<file path="config.mk">
export PLATFORM = sky130hd
export DESIGN_NAME = down_counter
export DESIGN_NICKNAME = d
export VERILOG_FILES = /design/src/rtl/down_counter.sv
export SDC_FILE = /design/constraint.sdc
export NUM_CORES = 1
export LEC_CHECK = 0
export CORE_MARGIN = 5
export CORE_UTILIZATION = 47
export DETAILED_ROUTE_END_ITERATION = 10
export MAX_ROUTING_LAYER = met4
export PLACE_DENSITY = 0.79
export SYNTH_ARGS = -nofsm -noshare
export SYNTH_HDL_FRONTEND = slang
export SYNTH_SLANG_ARGS = --single-unit
</file>
<file path="constraint.sdc">
create_clock -name clk -period 1.7 [get_ports clk]
set_input_delay 0.51 -clock clk [delete_from_list [all_inputs] [get_ports clk]]
set_output_delay 0.51 -clock clk [all_outputs]
set_load 0.005 [all_outputs]
</file>
<file path="src/rtl/down_counter.sv">
// Loadable down counter with one-shot / auto-reload modes and a one-cycle
// terminal-count pulse; IDLE/RUN/DONE control with registered outputs.
module down_counter #(
  parameter int NBIT = 3
) (
  input  logic            clk,
  input  logic            rst,
  input  logic            en,
  input  logic            load,
  input  logic [NBIT-1:0] d,
  input  logic            set_signal,
  input  logic            reload,
  output logic [NBIT-1:0] Q,
  output logic            tc,
  output logic            busy
);

  typedef enum logic [1:0] {
    IDLE = 2'd0,
    RUN  = 2'd1,
    DONE = 2'd2
  } state_t;

  localparam logic [NBIT-1:0] ZERO = {NBIT{1'b0}};
  localparam logic [NBIT-1:0] ONE  = {{(NBIT-1){1'b0}}, 1'b1};
  localparam logic [NBIT-1:0] ALL1 = {NBIT{1'b1}};

  state_t          state_q, state_d;
  logic [NBIT-1:0] q_q, q_d;
  logic [NBIT-1:0] l_q, l_d;
  logic            tc_q, tc_d;
  logic            busy_q, busy_d;

  // State, count, reload value and output registers
  always_ff @(posedge clk or negedge rst) begin
    if (!rst) begin
      state_q <= IDLE;
      q_q     <= ZERO;
      l_q     <= ZERO;
      tc_q    <= 1'b0;
      busy_q  <= 1'b0;
    end else begin
      state_q <= state_d;
      q_q     <= q_d;
      l_q     <= l_d;
      tc_q    <= tc_d;
      busy_q  <= busy_d;
    end
  end

  // Next-state logic: load > set_signal > count > hold
  always_comb begin
    state_d = state_q;
    q_d     = q_q;
    l_d     = l_q;
    tc_d    = 1'b0;
    if (load) begin
      q_d     = d;
      l_d     = d;
      state_d = (d != ZERO) ? RUN : DONE;
    end else if (set_signal) begin
      q_d     = ALL1;
      l_d     = ALL1;
      state_d = RUN;
    end else begin
      case (state_q)
        RUN: begin
          if (q_q == ZERO) begin
            // Zero while running only happens in auto-reload mode; a mode
            // change to one-shot ends the run without a pulse.
            if (!reload) begin
              state_d = DONE;
            end else if (en) begin
              q_d = l_q;
            end else begin
              q_d = q_q;
            end
          end else if (en) begin
            if (q_q == ONE) begin
              q_d     = ZERO;
              tc_d    = 1'b1;
              state_d = reload ? RUN : DONE;
            end else begin
              q_d = q_q - ONE;
            end
          end else begin
            q_d = q_q;
          end
        end
        IDLE:    state_d = IDLE;
        DONE:    state_d = DONE;
        default: state_d = IDLE;
      endcase
    end
    busy_d = (state_d == RUN);
  end

  assign Q    = q_q;
  assign tc   = tc_q;
  assign busy = busy_q;

endmodule

</file>
After elaboration in Yosys (flattened, before gate mapping). Cells that the tools add are included.

Register bits: 10. Logic and storage cells: 43.

$add $sub $neg: 1. Equality and inequality tests: 6. Mux-type cells: 25. Reductions and logical operators: 6.

Operators with widths (number): 3-bit two-way mux (10); 2-bit two-way mux (8); 4-bit != test, second input constant (2); 1-bit two-way mux (6); 3-bit nonzero test (2); 2-bit by 1-bit == test with 1-bit output, second input constant (2); 2-bit case mux with 2 select lines (1); 4-bit AND reduction (1); 4-bit nonzero test (1); 3-bit by 1-bit == test with 1-bit output, second input constant (1); 3-bit zero test (1); 3-bit by 1-bit subtractor with 3-bit output, second input constant (1); 2-bit == test, second input constant (1); 2-bit nonzero test (1).

Longest topological paths before layout. Gate-level depths: netlist (run 1).

Word-level depth: 8. Depth in mapped cells: 6. Mapped depth without buffers: 6.

Worst setup path before layout (run 1). No wires, ideal clock.

Kind: reg-to-reg. Start point: reg q_q[0] (netlist: Q[0]). End point: reg q_q[0] (netlist: Q[0]). Setup time: 0.129 ns. Data arrival time: 1.430 ns. Required time: 1.571 ns. Slack: 0.141 ns. Stages on the path, launching flop included: 6. Buffers on the path: 0. Clock period less this slack: 1.559 ns. Path through: dfrtp_1 > inv_1 > ha_1 > or3b_4 > a31oi_4 > o31ai_1.

Longest elaborated chain between the ends: 7.

Ends and longest elaborated chain: start: declaration (RTL line 29) `logic [NBIT-1:0] q_q, q_d;`; start signal: assignment (RTL line 44) `q_q <= q_d;`; 3-bit by 1-bit subtractor with 3-bit output or 3-bit by 1-bit == test with 1-bit output (tied branches) (RTL line 84, 79); 3-bit two-way mux (RTL line 79) `if (q_q == ONE) begin`; 3-bit two-way mux (RTL line 78) `end else if (en) begin`; 3-bit two-way mux (RTL line 68) `if (q_q == ZERO) begin`; 3-bit two-way mux (RTL line 66) `case (state_q)`; 3-bit two-way mux (RTL line 61) `end else if (set_signal) begin`; 3-bit two-way mux (RTL line 57) `if (load) begin`.

Parallel ways exist; a longest one is shown, timed or not. The select of a mux whose other input is x is not followed. A chain may end at the register's enable or synchronous reset.

Worst setup path after layout (run 1).
Start point: in reload. End point: reg q_q[0] (netlist: Q[0]).

Longest elaborated chain between the ends: 2.

Ends and longest elaborated chain: start: declaration (RTL line 12) `input logic reload,`; 4-bit != test (no line); 4-bit AND reduction (no line) *.

Mark *: on every way between the ends. The rest lies on a longest branch, timed or not.

==> metrics.md, run 1 <==
| Metric | Value |
|---|---|
| R2R cell count | 6 |
| Number of port buffers | 13 |
| Worst setup path category | in2reg |
| DRT iter0 DRCs | 6 |
| WL final | ~1.2 mm |
| Sw Pwr | between 0.00015 and 0.0002 W |
| Worst path required time | about 1.9 ns |
| Remaining global-route overflow | 0 |
| Top_reg_cell synth | dfrtp_1 |
| Warnings, synthesis | 0 |
| Final core occ | 0.671 |
| Hpwl dp | 983 um |
| Power per Cell Area | around 810 mW/mm2 |
| Initial antenna violation count | 0 |
| DIE AREA | 0.00220 mm2 |
| Final worst path period need | between 1.5 and 2 ns |
| CTS tree | done |
| Fraction of layout cells with a size suffix above 1 | 0.253 |
| TritonRoute pass-1 iters | 4 |
| Setup Fix Bufs, Post-CTS | 0 |
| CTS Buf Count | 3 |
| Area growth syn-to-layout | 36.6% |
| Gr usage total | 0.140 |
| Worst slew margin | 0.702 |
| Ys async rst share | 1.00 |
| Slew at the pin with the worst max-slew slack | between 0.4 and 0.5 ns |
| Clk Latency, worst-skew pair | approximately 0.26 ns |
| Clock sink count | 10 |
| F_max | 0.608 GHz |
| Maximum vdd drop | 0.498 mV |
| Synth area leaders | dfrtp_1 39%, ha_1 9.8%, nor2_1 5.9% |
| Critical path peak fanout | 6 |
| Vias in the first global route | approximately 500 |
| Routability cong. | about 0.8 |
| Crit path to | Q[0] |
| PnR Total Power | just over 0.0007 W |
| Mapped Area | between 600 and 700 um2 |
| Post-CTS sizing | 3 |
| Cells after synthesis | 66 |
| Die Width | ~47 um |
| DR vias | 543 |
| Sequential cell area fraction in the yosys report | 0.391 |
| WP data arrival | between 1.5 and 2 ns |
| Status | completed |
| R2R Path End | Q[0] |
| Worst setup margin | between 0.05 and 0.06 ns |
| Slowest stage delay, CP | 0.46 ns |
| Final Skew | between 0.001 and 0.0015 ns |
| Critical path endpoint category | flop |
| Seq pwr share | 0.399 |
| Internal power | around 0.00051 W |
| # diodes | 0 |
| Post-Synthesis Net Count | 80 |
| DP Worst Slack | -0.263 ns |
| Hold Fails Final Rpt | 0 |
| Setup crit start | reload |
| Hold crit path type | reg2reg |
| Vias per Instance | between 5 and 6 |
| CTS Hold Buffers Added | 0 |
| # rows | 13 |
| Fin crit share | 0.968 |
| Synth top area share | 0.391 |
| Pin count of the biggest net entering global routing | 11 |
| Htree depth | 1 |
| Setup-failing EPs final | 0 |
| CP max-delay cell | clkdlybuf4s50_1 |
| Fin nets | about 100 |
| Max-slew violation count | 0 |
| Sw Share | 0.281 |
| Clock share of power | 0.298 |
| Combinational power share | 0.303 |
| DR WL/cell | 12.1 um |
| Max clock buf depth | 2 |
| Post-synth EDFFs | 0 |
| R2R Setup Slk | approximately 0.090 ns |
| Syn_area_per_cell | slightly below 10 um2 |
| Synth cell types | 26 |
| Worst-path cell chain | clkdlybuf4s50_1 > or3b_4 > a31oi_4 > nand2_1 > o31ai_1 |
| Max-Cap Viols | 0 |
| Core ar. | about 0.0013 mm2 |
| Post-synth top cells | 10 x dfrtp_1, 10 x nor2_1, 6 x nand2_1 |
| I/O Pins | 14 |
| Die Span Y | about 47 um |
| Final hold slack | about 0.50 ns |
| Cell type with the largest total area after synthesis | dfrtp_1 |
| Static Leak | ~0.39 nW |
| CP startpoint kind | input port |
| Post-DRT Antenna Nets | 0 |
| First-pass GRT wire length | between 2 and 2.5 mm |
| Root Buffer | clkbuf_4 |
| Worst-path clk slew | roughly 0.07 ns |
| Worst r2r src | Q[1] |
| Flops & latches, synth | 10 |
| DRC | 0 |
| Initial Util | 0.491 |
[through the flow]
step | instances | TNS (ns) | instance area, um2
after CTS | 102 | 0 | 852
after global routing | 102 | -0.0000260 | 873
after detailed placement | 98 | -1.47 | 817
after floorplan | 66 | 0 | 639
after global placement | 98 | -1.41 | 817
final | 102 | 0 | 873
[layer usage]
| layer | wire length, um | track usage | part of all wire |
|---|---|---|---|
| met5 | 0 | - | 0 |
| met3 | 74 | 0.0345 | 0.060 |
| met1 | 571 | 0.173 | 0.46 |
| met2 | 574 | 0.203 | 0.47 |
| met4 | 13 | 0.0829 | 0.011 |
[kinds of logic (layout without fill, tap and decap cells)]
logic type / Yosys count / in the layout / share of synthesized area
AOI/OAI and AO/OA: 16 / 16 / 0.204
and+or+nand+nor: 28 / 28 / 0.252
DFF: 10 / 10 / 0.391
buffers and inverters: 7 / 28 / 0.0548
adders and majority gates: 5 / 5 / 0.0978
[flip-flops by register name (all words and copies together), names as in the netlist]
signal   cells
Q            3
busy         1
l_q          3
state_q      2
tc           1
[worst min-delay path by stage]
stage / start / end / slack (ns) / cells after the start
2_1_floorplan: rst / Q[0] / 0.21 / 0
3_3_place_gp: l_q[1] / l_q[1] / 0.48 / 2
3_5_place_dp: Q[1] / Q[1] / 0.49 / 2
4_1_cts: Q[1] / Q[1] / 0.51 / 2
5_1_grt: Q[1] / Q[1] / 0.53 / 2
6_report: Q[1] / Q[1] / 0.50 / 2
[cells in the final DEF, fill, tap and decap left out]
cell type,Yosys,layout
a21boi_1,0,1
a21oi_1,4,4
a221o_2,1,1
a31oi_4,1,1
and2_1,1,1
and2b_2,1,1
and3_1,1,1
and4bb_2,1,1
buf_4,0,6
clkbuf_4,0,3
clkbuf_8,0,1
clkdlybuf4s50_1,0,11
dfrtp_1,10,9
dfrtp_2,0,1
dlygate4sd2_1,0,2
ha_1,5,4
ha_4,0,1
inv_1,5,5
nand2_1,6,6
nand3_2,0,1
nand4bb_2,1,1
nor2_1,10,10
nor2b_1,3,3
o2111ai_1,1,1
o211ai_1,1,1
o21a_1,2,2
o21ai_2,1,1
o31ai_1,4,4
or2_2,1,1
or3b_4,1,1
or4b_4,0,1
[worst max-delay path, delay by kind of cell]
kind,cells,cell delay [ns]
AOI/OAI and AO/OA,2,0.33
and+or+nand+nor,2,0.50
buffers and inverters,1,0.46
[layout make-up]
class                   instances  area [um2]
well taps                      15        18.8
clock buffers                   4        36.3
repair buffers                 19         173
inverters                       5        18.8
flip-flops and latches         10         251
fillers                       111         428
multi-input cells              49         375
[power groups by stage]
stage / combinational [W] / clock (W) / sequential, W
floorplan: 0.000122 / 0 / 0.000283
global placement: 0.000204 / 0 / 0.000286
detailed placement: 0.000208 / 0 / 0.000286
CTS: 0.000204 / 0.000217 / 0.000282
global route: 0.000239 / 0.000232 / 0.000287
finish: 0.000215 / 0.000212 / 0.000283
Power figures use the tool's default switching activity.
==> inputs of run 2 (changes only) <==
CAP_MARGIN = 20   (was not set)
clock period = 1.75 ns   (was 1.7 ns; I/O delays follow)
==> run 2 against run 1 <==
Largest power group unchanged. Critical path depth did not move. Final cell count fell by 0.98%. Total power fell by 11%. Via count fell by 1.7%. Die area did not move. Critical path type unchanged. Highest routed layer unchanged. Sequential share of layout area rose by 0.98 points.
==> metrics.md, run 2 (same netlist as run 1, synthesis figures left out) <==
| Metric | Value |
|---|---|
| Most frequent cells in the layout | 11 x clkdlybuf4s50_1, 10 x nor2_1, 9 x dfrtp_1 |
| TritonRoute pass-1 iters | 4 (unchanged) |
| CP bufs+invs | 1 (unchanged) |
| Final hold slack | 0.514 ns (+0.0159 ns) |
| CP startpoint kind | input port |
| Fin nets | 102 (unchanged) |
| WL final | 1.28 mm (+4.0%) |
| I/O Pins | 14 (unchanged) |
| R2R Path End | busy |
| Final Skew | 0.00179 ns (+0.000646 ns) |
| Area growth syn-to-layout | 32.1% |
| Routability cong. | 0.819 (+2.5%) |
| DR WL/cell | 12.7 um (+5.0%) |
| F_max | around 0.6 GHz |
| DRC | 0 (unchanged) |
| First-pass GRT wire length | 2.25 mm (+8.3%) |
| Clock sink count | 10 (unchanged) |
| Status | completed |
| Hpwl dp | 1.05 mm (+6.5%) |
| Worst r2r src | Q[0] |
| Max clock buf depth | 2 (unchanged) |
| DR vias | 534 (-1.7%) |
| Max-slew violation count | 0 (unchanged) |
| Hold crit path type | reg2reg |
| Critical path endpoint category | flop |
| R2R cell count | 6 (unchanged) |
| Gr usage total | 0.149 (+0.00917) |
| Setup-failing EPs final | 0 (unchanged) |
| Initial Util | 0.491 (unchanged) |
| Vias in the first global route | 513 (-0.39%) |
| Crit path to | busy |
| Initial antenna violation count | 0 (unchanged) |
| Worst setup path category | in2reg |
| RSZ-0062 raised after global routing | no |
| CP max-delay cell | or4b_4 |
| Pin count of the biggest net entering global routing | 11 (unchanged) |
| Setup TNS | 0 ns (unchanged) |
| Remaining global-route overflow | 0 (unchanged) |
| Worst slew margin | 0.695 (-0.00620) |
| Power per Cell Area | 751 mW/mm2 (-7.5%) |
| CTS Hold Buffers Added | 0 (unchanged) |
| Slew at the pin with the worst max-slew slack | 0.455 ns (+0.00927 ns) |
| Worst-path clk slew | 0.07 ns (about the same) |
| # diodes | 0 (unchanged) |
| Delay-heaviest family, CP | simple AND/OR/NAND/NOR gates |
| Hold Fails Final Rpt | 0 (unchanged) |
| Number of port buffers | 13 (unchanged) |
| WP data arrival | 1.83 ns (+0.02 ns) |
| Maximum vdd drop | 0.554 mV (+11%) |
| Fin crit share | 0.957 |
| Die Width | 46.9 um (unchanged) |
| Root Buffer | clkbuf_4 |
| Slowest stage delay, CP | 0.55 ns (+0.09 ns) |
| CTS tree | done |
| Hold_sp | l_q[2] |
| Worst-path cell chain | clkdlybuf4s50_1 > or4b_4 > nand3_1 > o21ai_2 > and2_1 |
| Setup crit start | d[0] |
| Static Leak | 0.376 nW (-3.6%) |
| DRT iter0 DRCs | 10 (+4) |
| Fraction of layout cells with a size suffix above 1 | 0.233 (-0.0203) |
| Hold path cells | 2 (unchanged) |
| Post-DRT Antenna Nets | 0 (unchanged) |
| # rows | 13 (unchanged) |
| DIE AREA | 0.00220 mm2 (unchanged) |
| Clk Latency, worst-skew pair | 0.26 ns (about the same) |
| Max-Cap Viols | 0 (unchanged) |
| PnR Total Power | 0.000634 W (-11%) |
| Die Span Y | 46.9 um (unchanged) |
| Most common cell after layout, fill and taps aside | clkdlybuf4s50_1 |
| Core ar. | 0.00130 mm2 (unchanged) |
| Final non-filler cell total | 101 (-0.98%) |
| Htree depth | 1 (unchanged) |
| Worst path required time | 1.90 ns (+0.03 ns) |
| Critical path peak fanout | 3 (-3) |
| Final worst path period need | 1.68 ns |
| CTS Buf Count | 3 (unchanged) |
| Vias per Instance | 5.29 (-0.68%) |
| Cell count after placement | 97 (-1.0%) |
| R2R Setup Slk | 0.12 ns (+0.03 ns) |
| CP Depth | 5 (unchanged) |
-- run 2: changes by cell type in the layout (fill, tap and decap cells not counted) --
cell / previous run / this run
nand3_2: 1 / 0
nand3_1: 0 / 1
ha_4: 1 / 0
clkbuf_8: 1 / 0
ha_2: 0 / 1
-- run 2: cell type report --
class	count	area [um2]
clock buffer	3	22.5
fill	116	457
inverter	5	18.8
multi-input combinational	49	360
sequential	10	251
tap	15	18.8
timing repair buffer	19	173
-- run 2: through the flow --
stage | util | worst slack [ns] | area [um2]
after floorplan | - | 0.191 | 639
after global placement | 0.622 | -0.194 | 810
after detailed placement | 0.622 | -0.226 | 810
after CTS | 0.644 | 0.0390 | 838
after global routing | 0.649 | 0.0284 | 845
final | 0.649 | 0.0748 | 845
-- run 2: repair_timing --
action | in CTS | in global routing
resized for setup | 3 | 3
endpoints found under the setup margin | 2 | 4
buffers inserted | 1 | 0
pin swaps | 0 | 1
-- run 2: where the power goes --
group	leakage [nW]	internal (W)	switching, W	total, W
combinational	0.250	0.000109	0.0000909	0.000200
sequential	0.112	0.000256	0.0000214	0.000277
clock	0.0138	0.0000794	0.0000778	0.000157
total	0.376	0.000444	0.000190	0.000634
-- run 2: how the worst min path moves through the flow --
| stage | to | slack (ns) |
|---|---|---|
| finish | l_q[2] | 0.51 |
| global route | l_q[0] | 0.56 |
| global placement | l_q[1] | 0.48 |
| detailed placement | l_q[1] | 0.50 |
| floorplan | Q[0] | 0.23 |
| CTS | l_q[1] | 0.52 |
-- run 2: worst reg2reg max path, cell delays in order, from the launching register on --
cell	delay (ns)
dfrtp_1	0.39
buf_4	0.14
ha_1	0.24
and4bb_2	0.26
o211ai_1	0.23
o21ai_2	0.10
and2_1	0.16
-- run 2: layer usage --
layer | vias to the layer above | track usage | share of wire
met4 | 0 | 0.0663 | 0.024
li1 | 273 | - | -
met5 | - | - | 0
met1 | 244 | 0.191 | 0.47
met2 | 13 | 0.230 | 0.46
met3 | 4 | 0.0230 | 0.046
